[config.mk]
export PLATFORM = sky130hd
export DESIGN_NAME = fpu_issue_ctrl
export DESIGN_NICKNAME = d
export VERILOG_FILES = /design/src/rtl/fpu_issue_ctrl.sv
export SDC_FILE = /design/constraint.sdc
export NUM_CORES = 1
export LEC_CHECK = 0
export ABC_AREA = 1
export CAP_MARGIN = 20
export CORE_MARGIN = 1
export CORE_UTILIZATION = 42
export DETAILED_ROUTE_END_ITERATION = 10
export HOLD_SLACK_MARGIN = 0.08
export PLACE_DENSITY = 0.83
export REMOVE_ABC_BUFFERS = 1
export SYNTH_ARGS = -nofsm -noshare
export SYNTH_HDL_FRONTEND = slang
export SYNTH_SLANG_ARGS = --single-unit
export TNS_END_PERCENT = 100
[constraint.sdc]
create_clock -name clk -period 1.5 [get_ports clk]
set_input_delay 0.15 -clock clk [delete_from_list [all_inputs] [get_ports clk]]
set_output_delay 0.15 -clock clk [all_outputs]
set_load 0.02 [all_outputs]
[src/rtl/fpu_issue_ctrl.sv]
// Initiator side of the FPU run/done handshake: issues one operation at a time,
// holds the operands, collects result and sticky flags, and aborts via watchdog.
module fpu_issue_ctrl #(
  parameter int DATA_W   = 32,
  parameter int OPCODE_W = 2,
  parameter int TMO_W    = 8,
  parameter int TMO_CYC  = 200
) (
  input  logic                clk,
  input  logic                rst,
  input  logic                req_valid,
  output logic                req_ready,
  input  logic [DATA_W-1:0]   req_a,
  input  logic [DATA_W-1:0]   req_b,
  input  logic [OPCODE_W-1:0] req_op,
  output logic                fpu_run,
  output logic                fpu_running,
  output logic [DATA_W-1:0]   fpu_in0,
  output logic [DATA_W-1:0]   fpu_in1,
  output logic [OPCODE_W-1:0] fpu_op,
  input  logic [DATA_W-1:0]   fpu_out0,
  input  logic                fpu_done,
  input  logic                fpu_overflow,
  input  logic                fpu_underflow,
  input  logic                fpu_div_by_zero,
  output logic                rsp_valid,
  input  logic                rsp_ready,
  output logic [DATA_W-1:0]   rsp_data,
  output logic [3:0]          rsp_flags
);

  typedef enum logic [1:0] {
    IDLE  = 2'd0,
    ISSUE = 2'd1,
    WAIT  = 2'd2,
    RESP  = 2'd3
  } state_t;

  localparam logic [TMO_W-1:0] TMO_LAST = TMO_W'(TMO_CYC - 1);
  localparam logic [TMO_W-1:0] CNT_ONE  = TMO_W'(1);

  state_t                state_q, state_d;
  logic [TMO_W-1:0]      cnt_q, cnt_d;
  logic [2:0]            acc_q, acc_d;
  logic                  req_ready_q, req_ready_d;
  logic                  run_q, run_d;
  logic                  running_q, running_d;
  logic [DATA_W-1:0]     in0_q, in0_d;
  logic [DATA_W-1:0]     in1_q, in1_d;
  logic [OPCODE_W-1:0]   op_q, op_d;
  logic                  rsp_valid_q, rsp_valid_d;
  logic [DATA_W-1:0]     rsp_data_q, rsp_data_d;
  logic [3:0]            rsp_flags_q, rsp_flags_d;
  logic [2:0]            flags_now_s;

  assign flags_now_s = {fpu_div_by_zero, fpu_underflow, fpu_overflow};

  // Next-state and next-output logic for the issue/wait/response sequence
  always_comb begin
    state_d     = state_q;
    cnt_d       = cnt_q;
    acc_d       = acc_q;
    req_ready_d = req_ready_q;
    run_d       = 1'b0;
    running_d   = running_q;
    in0_d       = in0_q;
    in1_d       = in1_q;
    op_d        = op_q;
    rsp_valid_d = rsp_valid_q;
    rsp_data_d  = rsp_data_q;
    rsp_flags_d = rsp_flags_q;
    case (state_q)
      IDLE: begin
        req_ready_d = 1'b1;
        running_d   = 1'b0;
        if (req_valid && req_ready_q) begin
          in0_d       = req_a;
          in1_d       = req_b;
          op_d        = req_op;
          acc_d       = 3'b000;
          cnt_d       = '0;
          req_ready_d = 1'b0;
          run_d       = 1'b1;
          running_d   = 1'b1;
          state_d     = ISSUE;
        end else begin
          state_d = IDLE;
        end
      end
      ISSUE: begin
        req_ready_d = 1'b0;
        running_d   = 1'b1;
        state_d     = WAIT;
      end
      WAIT: begin
        running_d = 1'b1;
        acc_d     = acc_q | flags_now_s;
        cnt_d     = cnt_q + CNT_ONE;
        // done takes priority over a coincident watchdog expiry
        if (fpu_done) begin
          rsp_data_d  = fpu_out0;
          rsp_flags_d = {1'b0, acc_q | flags_now_s};
          rsp_valid_d = 1'b1;
          running_d   = 1'b0;
          state_d     = RESP;
        end else if (cnt_q == TMO_LAST) begin
          rsp_data_d  = '0;
          rsp_flags_d = 4'b1000;
          rsp_valid_d = 1'b1;
          running_d   = 1'b0;
          state_d     = RESP;
        end else begin
          state_d = WAIT;
        end
      end
      RESP: begin
        running_d = 1'b0;
        if (rsp_valid_q && rsp_ready) begin
          rsp_valid_d = 1'b0;
          req_ready_d = 1'b1;
          state_d     = IDLE;
        end else begin
          state_d = RESP;
        end
      end
      default: begin
        state_d     = IDLE;
        req_ready_d = 1'b0;
        running_d   = 1'b0;
        rsp_valid_d = 1'b0;
      end
    endcase
  end

  // State and output registers
  always_ff @(posedge clk or negedge rst) begin
    if (!rst) begin
      state_q     <= IDLE;
      cnt_q       <= '0;
      acc_q       <= 3'b000;
      req_ready_q <= 1'b0;
      run_q       <= 1'b0;
      running_q   <= 1'b0;
      in0_q       <= '0;
      in1_q       <= '0;
      op_q        <= '0;
      rsp_valid_q <= 1'b0;
      rsp_data_q  <= '0;
      rsp_flags_q <= 4'b0000;
    end else begin
      state_q     <= state_d;
      cnt_q       <= cnt_d;
      acc_q       <= acc_d;
      req_ready_q <= req_ready_d;
      run_q       <= run_d;
      running_q   <= running_d;
      in0_q       <= in0_d;
      in1_q       <= in1_d;
      op_q        <= op_d;
      rsp_valid_q <= rsp_valid_d;
      rsp_data_q  <= rsp_data_d;
      rsp_flags_q <= rsp_flags_d;
    end
  end

  assign req_ready   = req_ready_q;
  assign fpu_run     = run_q;
  assign fpu_running = running_q;
  assign fpu_in0     = in0_q;
  assign fpu_in1     = in1_q;
  assign fpu_op      = op_q;
  assign rsp_valid   = rsp_valid_q;
  assign rsp_data    = rsp_data_q;
  assign rsp_flags   = rsp_flags_q;

endmodule

==> flow_summary.ini, run 1 <==
[final_layout]
most-common-layout-cells = nand2_1 (333), dfrtp_1 (119), dlygate4sd2_1 (106), clkdlybuf4s50_1 (104), clkbuf_16 (19)
area_growth_syn_to_layout_pct = 61.29
drive_gt1_frac = 0.07969
final_nets = 874
finalNonFillerCells = 918
layout.cells.most_common = nand2_1
nFillCells = 884
diodes_inserted = 0

[power]
power.clock.fraction = 0.225
power_switching_share = 0.3939
switchingPower_mw = 6.155
totalPowerFinal_mw = 15.62
power_frac_seq = 0.352
p_per_cell_area_mw_per_mm2 = 2076
leakage_nw = 4.104
intPower_mw = 9.469
power.share.combinational = 0.423
irDropWorstVdd_mv = 1.093

[detailed_routing]
dr_total_vias = 4345
route.antenna.remaining_nets = 0
drcViolationCount = 0
drt_iter0_drc = 200
drt-vias-per-instance = 4.733
wl_per_cell_um = 14.40
finalWirelength_um = 13220
drt_pre_antenna_iters = 5

[synth]
synth.lib_cells_used.distinct = 22
synth-compound-area-share = 0.01394
synth_fa_ha_area_frac = 0.002681
synth_simple_gate_area_share = 0.3027
synth.mux.area_fraction = 0
synth_top_family_by_area = simple AND/OR/NAND/NOR gates
synth_area_per_cell_um2 = 8.691
synth.cell_area_mm2 = 0.004667
seq_cells_post_synth = 119
synth_seq_area_share = 0.6381
yosys_warnings = 0
synthCells = 537
xor_xnor_portion_of_the_synthesized_cell_area = 0

[cts]
cts.path.max_buffers = 2
tritoncts.num_buffers = 17
tritoncts = built
clk_pin_slew_ns = 0.05
cts.root.buffer_cell = clkbuf_8
insertion_delay_ns = 0.50
clock_sinks = 119
htree_num_levels = 4

[floorplanning]
core-area_mm2 = 0.01084
die_area_mm2 = 0.01154
fp.dieW_um = 107.4
chipHeight_um = 107.4
floorplan.initialDensity = 0.4305
fp-row-count = 38
design.portCount = 212

[critical_path]
critPathTopFamily = simple AND/OR/NAND/NOR gates
critical-path-top-cell-by-count = nand2_1
critical_path_arrival_ns = 1.86
timing.critical_path.fanout_max = 8
crit_chain = ha_2 > nand2_2 > nor2_2 > nand2_1 > nand2_2 > nand2_4 > clkbuf_16 > nand2_1 > nand2_1
setup.worst_path.start_class = flip-flop
path_buf_inv = 1
cpPeakStageDelay_ns = 0.37
critPathSlowestCell = dfrtp_1
worst_setup_path_end_kind = flip-flop
cp_data_required_time_ns = 1.88
timing_worst_setup_path_type = reg -> reg

[sta]
max_clock_freq_mhz = 674.8
final.period_utilization = 0.9880
worst-slew-pin-transition_ns = 0.4462
timing.final.crit_period_ns = 1.482
slew_headroom = 0.7025
clock-skew-final_ns = 0.01262
report.final.setup_viol = 0
setup_repair_after_global_routing_missed_its_margin = yes
report.final.slew_viol_count = 0
final_hold_viol_count = 0

[grt]
global_route_wire_length_before_repair_um = 20030
overflow = 0
antenna_found_initial = 0
grt_pass1_vias = 4316
groute.usage.overall = 0.2284
grt_max_degree = 51

[worst_hold_path]
worstHoldPathType = in -> async

[run_status]
outcome = finished, final reports clean

[placement]
port-buffer-count = 211
globalplace.congestion = 0.7776
detailedPlacementHpwl_um = 9182
place.detailed.instances = 880

[run]
max_cap_viol_count = 0
-- logic make-up (layout without fill, tap and decap cells) --
kind of cell	after synthesis	after routing
fa+ha+maj	1	1
buf+inv	38	279
flops	119	119
simple gates	367	367
compound gates	12	12
-- path summary, 6_finish.rpt --
path | startpoint | endpoint | slack, ns | depth (start not counted)
setup / recovery | cnt_q[1]$_DFFE_PN0P_ | rsp_data[15]$_DFFE_PN0P_ | 0.02 | 9
hold / removal | rst | rsp_data[21]$_DFFE_PN0P_ | 0.15 | 2
setup reg to reg | cnt_q[1]$_DFFE_PN0P_ | rsp_data[15]$_DFFE_PN0P_ | 0.02 | 9
hold reg to reg | fpu_in0[14]$_DFFE_PN0P_ | fpu_in0[14]$_DFFE_PN0P_ | 0.46 | 2
max in group asynchronous | rst | fpu_in1[30]$_DFFE_PN0P_ | 0.73 | 3
min in group clk | req_b[6] | fpu_in1[6]$_DFFE_PN0P_ | 0.18 | 3
-- registers in the layout, summed over array words and instances (netlist names) --
name / flops
cnt_q: 8
fpu_run: 1
fpu_op: 2
rsp_data: 32
acc_q: 3
state_q: 2
rsp_valid: 1
req_ready: 1
rsp_flags: 4
fpu_running: 1
fpu_in0: 32
fpu_in1: 32
-- synthesized netlist by cell type --
cell type  number  area (um2)
dfrtp_1       119        2978
o31ai_1         1       7.510
o21ai_1         3       15.01
nor2_2          1       6.260
nand3b_1        1       7.510
ha_1            1       12.51
buf_4           2       15.01
clkbuf_1        1       3.750
buf_2          15       75.07
nor2_4          1       11.26
nor3_1          1       5.000
nand4_1         3       18.77
buf_6           4       45.04
nand2_2         1       6.260
a21oi_1         1       5.000
nor2_1         15       56.30
nand2_1       336        1261
inv_2           3       11.26
o21bai_1        1       7.510
inv_1          13       48.80
nand3_1         8       40.04
o21ai_0         6       30.03
-- per-stage QoR --
stage / instance area [um2] / util / TNS [ns] / setup slack [ns] / hold slack [ns]
after floorplan: 4528 / - / -73.36 / -0.8817 / -0.1456
final: 7527 / 0.6944 / 0 / 0.01803 / 0.1469
after detailed placement: 6995 / 0.6453 / -0.4733 / -0.06258 / 0.1191
after global placement: 6995 / 0.6453 / -0.03846 / -0.03297 / 0.1086
after global routing: 7527 / 0.6944 / -3.109 / -0.1138 / 0.1399
after CTS: 7391 / 0.6818 / 0 / 0.01564 / 0.1202
-- power by group through the flow --
stage	Sequential, mW	Clock (mW)	Combinational, mW
2_1_floorplan	7.16	0	1.72
3_3_place_gp	5.49	0	7.11
3_5_place_dp	5.55	0	7.30
4_1_cts	5.50	3.60	6.37
5_1_grt	5.68	3.75	7.14
6_report	5.50	3.52	6.61
-- routing by layer --
layer,vias up,GRT usage,wire (um)
met2,153,0.3899,6862
met3,30,0.07264,722
li1,2094,-,-
met1,2068,0.2590,5238
met5,-,0,0
met4,0,0.1096,392
-- layout make-up --
| class | instances | area [um2] | share of cell area |
|---|---|---|---|
| clock buffer | 20 | 435.4 | 0.05785 |
| clock inverter | 10 | 82.58 | 0.01097 |
| inverter | 16 | 62.56 | 0.008311 |
| multi-input combinational | 380 | 1510 | 0.2006 |
| sequential | 119 | 2978 | 0.3956 |
| tap | 140 | 175.2 | 0.02327 |
| timing repair buffer | 233 | 2283 | 0.3034 |
-- worst register-to-register path, delay by kind of cell (launching register included) --
family / cells / cell delay, ns
fa+ha+maj: 1 / 0.20
flops: 1 / 0.37
simple gates: 7 / 0.61
buf+inv: 1 / 0.20
-- repair_timing --
item	4_1_cts	5_1_grt
gates resized for setup	106	9
hold buffers	1	0
pin swaps	0	4
cloned	0	4
hold endpoints to repair	119	0
setup endpoints to repair	106	52
buffers inserted	0	3
(Power assumes the default switching activity.)
==> run 2, diff against run 1 <==
--- a/config.mk
+++ b/config.mk
@@ -6,12 +6,12 @@
 export NUM_CORES = 1
 export LEC_CHECK = 0
 export ABC_AREA = 1
-export CAP_MARGIN = 20
+export CAP_MARGIN = 10
 export CORE_MARGIN = 1
-export CORE_UTILIZATION = 42
+export CORE_UTILIZATION = 45
 export DETAILED_ROUTE_END_ITERATION = 10
 export HOLD_SLACK_MARGIN = 0.08
-export PLACE_DENSITY = 0.83
+export PLACE_DENSITY = 0.88
 export REMOVE_ABC_BUFFERS = 1
 export SYNTH_ARGS = -nofsm -noshare
 export SYNTH_HDL_FRONTEND = slang
==> constraint.sdc (replaced) <==
create_clock -name clk -period 1.8 [get_ports clk]
set_input_delay 0.18 -clock clk [delete_from_list [all_inputs] [get_ports clk]]
set_output_delay 0.18 -clock clk [all_outputs]
set_load 0.02 [all_outputs]
==> run 2 against run 1 <==
Critical path type is now reg -> out. Sequential share of layout area fell by 0.16 points. Clock skew fell by 0.0061 ns. First-iteration DRC count fell by 8.5%. Global-route usage rose by 4.1 points. Power fell by 9.3%. Die area fell by 6.5%. Cell count fell by 1.7%. Combinational power fell by 8.2%. Routed wire length rose by 2.1%. Highest routed layer unchanged. Count of clock-buffer cells in the layout rose by 3.
==> flow_summary.ini, run 2 (same netlist as run 1, synthesis figures left out) <==
[final_layout]
drive_gt1_frac = 0.05982
final_nets = 863
area_growth_syn_to_layout_pct = 61.96
diodes_inserted = 0
layout.cells.most_common = nand2_1
fin_util = 0.7628
nFillCells = 671
most-common-layout-cells = nand2_1 (336), clkdlybuf4s50_1 (210), dfrtp_1 (119), clkbuf_16 (16), nor2_1 (14)

[sta]
timing.final.crit_period_ns = 1.714
finalWorstSetupSlack_ns = 0.08647
slew_headroom = 0.6625
final.period_utilization = 0.9520
clock-skew-final_ns = 0.006473
max_clock_freq_mhz = 583.6
setup_repair_after_global_routing_missed_its_margin = no
worst-slew-pin-transition_ns = 0.5063
report.final.setup_viol = 0
final_hold_viol_count = 0
report.final.slew_viol_count = 0

[power]
irDropWorstVdd_mv = 1.104
leakage_nw = 3.774
p_per_cell_area_mw_per_mm2 = 1875

[critical_path]
timing_worst_setup_path_type = reg -> out
setup.worst_path.start_class = flip-flop
cpPeakStageDelay_ns = 0.66
crit_chain = clkdlybuf4s50_1
path_buf_inv = 1
cp_data_required_time_ns = 1.62
timing.critical_path.fanout_max = 2
critPathTopFamily = buffers and inverters
critical_path_arrival_ns = 1.53
worst_setup_path_end_kind = output pin
rr_worst_depth = 9
critical_path_depth = 1
critPathSlowestCell = clkdlybuf4s50_1

[cts]
post_cts.repair.setup_buffers = 0
tritoncts.num_buffers = 17
clk_pin_slew_ns = 0.06
clock_sinks = 119
insertion_delay_ns = 0.51
cts.path.max_buffers = 2
cts.root.buffer_cell = clkbuf_8
htree_num_levels = 4
tritoncts = built
cts-resized-gates = 0
number_of_hold_buffers_added_after_cts = 1

[grt]
grt_max_degree = 48
overflow = 0
grt_pass1_vias = 4608
antenna_found_initial = 0
global_route_wire_length_before_repair_um = 22460
groute.usage.overall = 0.2689

[detailed_routing]
drt-vias-per-instance = 4.786
wl_per_cell_um = 14.96
dr_total_vias = 4317
drcViolationCount = 0
drt_iter0_drc = 183
drt_pre_antenna_iters = 4
finalWirelength_um = 13490
route.antenna.remaining_nets = 0

[floorplanning]
core-area_mm2 = 0.009910
fp.dieW_um = 103.8
die_area_mm2 = 0.01078
floorplan.initialDensity = 0.4710
design.portCount = 212
chipHeight_um = 103.8
fp-row-count = 36

[run]
max_cap_viol_count = 0

[worst_hold_path]
worstHoldPathType = in -> async

[placement]
place_ws_ns = 0.1835
port-buffer-count = 211
detailedPlacementHpwl_um = 9366
globalplace.congestion = 0.7828

[run_status]
outcome = finished, final reports clean
run 2: per-stage QoR:
stage / power [mW] / TNS (ns) / area (um2) / hold WS [ns] / std cells
5_1_grt: 14.96 / 0 / 7559 / 0.1952 / 902
3_5_place_dp: 10.70 / 0 / 6944 / 0.1817 / 869
2_1_floorplan: 7.396 / -39.45 / 4528 / -0.1156 / 515
4_1_cts: 14.27 / 0 / 7559 / 0.1845 / 902
6_report: 14.17 / 0 / 7559 / 0.1825 / 902
3_3_place_gp: 10.46 / 0 / 6944 / 0.1871 / 869
run 2: routing by layer:
metal / track usage / wire [um] / vias up
met2: 0.4800 / 7221 / 174
met1: 0.2888 / 4975 / 2041
met3: 0.08559 / 875 / 38
met4: 0.1235 / 421 / 0
met5: 0 / 0 / -
li1: - / - / 2064
run 2: area by class of cell:
class	count	area [um2]	share of cell area
inverters	16	60.06	0.007946
well taps	133	166.4	0.02202
repair buffers	222	2257	0.2986
clock inverters	9	147.6	0.01953
multi-input cells	380	1493	0.1975
flip-flops and latches	119	2978	0.3940
clock buffers	23	456.7	0.06042
run 2: final timing paths:
| path | from | end | slack [ns] |
|---|---|---|---|
| worst max register to register | cnt_q[0]$_DFFE_PN0P_ | rsp_data[22]$_DFFE_PN0P_ | 0.28 |
| worst min register to register | fpu_in0[8]$_DFFE_PN0P_ | fpu_in0[8]$_DFFE_PN0P_ | 0.47 |
| worst min-delay path | rst | acc_q[2]$_DFFE_PN0P_ | 0.18 |
| worst max-delay path | rsp_data[8]$_DFFE_PN0P_ | rsp_data[8] | 0.09 |
| max in group asynchronous | rst | fpu_in1[13]$_DFFE_PN0P_ | 0.98 |
| min in group clk | req_b[4] | fpu_in1[4]$_DFFE_PN0P_ | 0.20 |
run 2: power by group:
group | internal, mW | total (mW) | leakage [nW] | switching, mW
Sequential | 3.91 | 4.63 | 1.48 | 0.726
Clock | 2.31 | 3.47 | 0.296 | 1.16
Combinational | 2.76 | 6.07 | 2.00 | 3.31
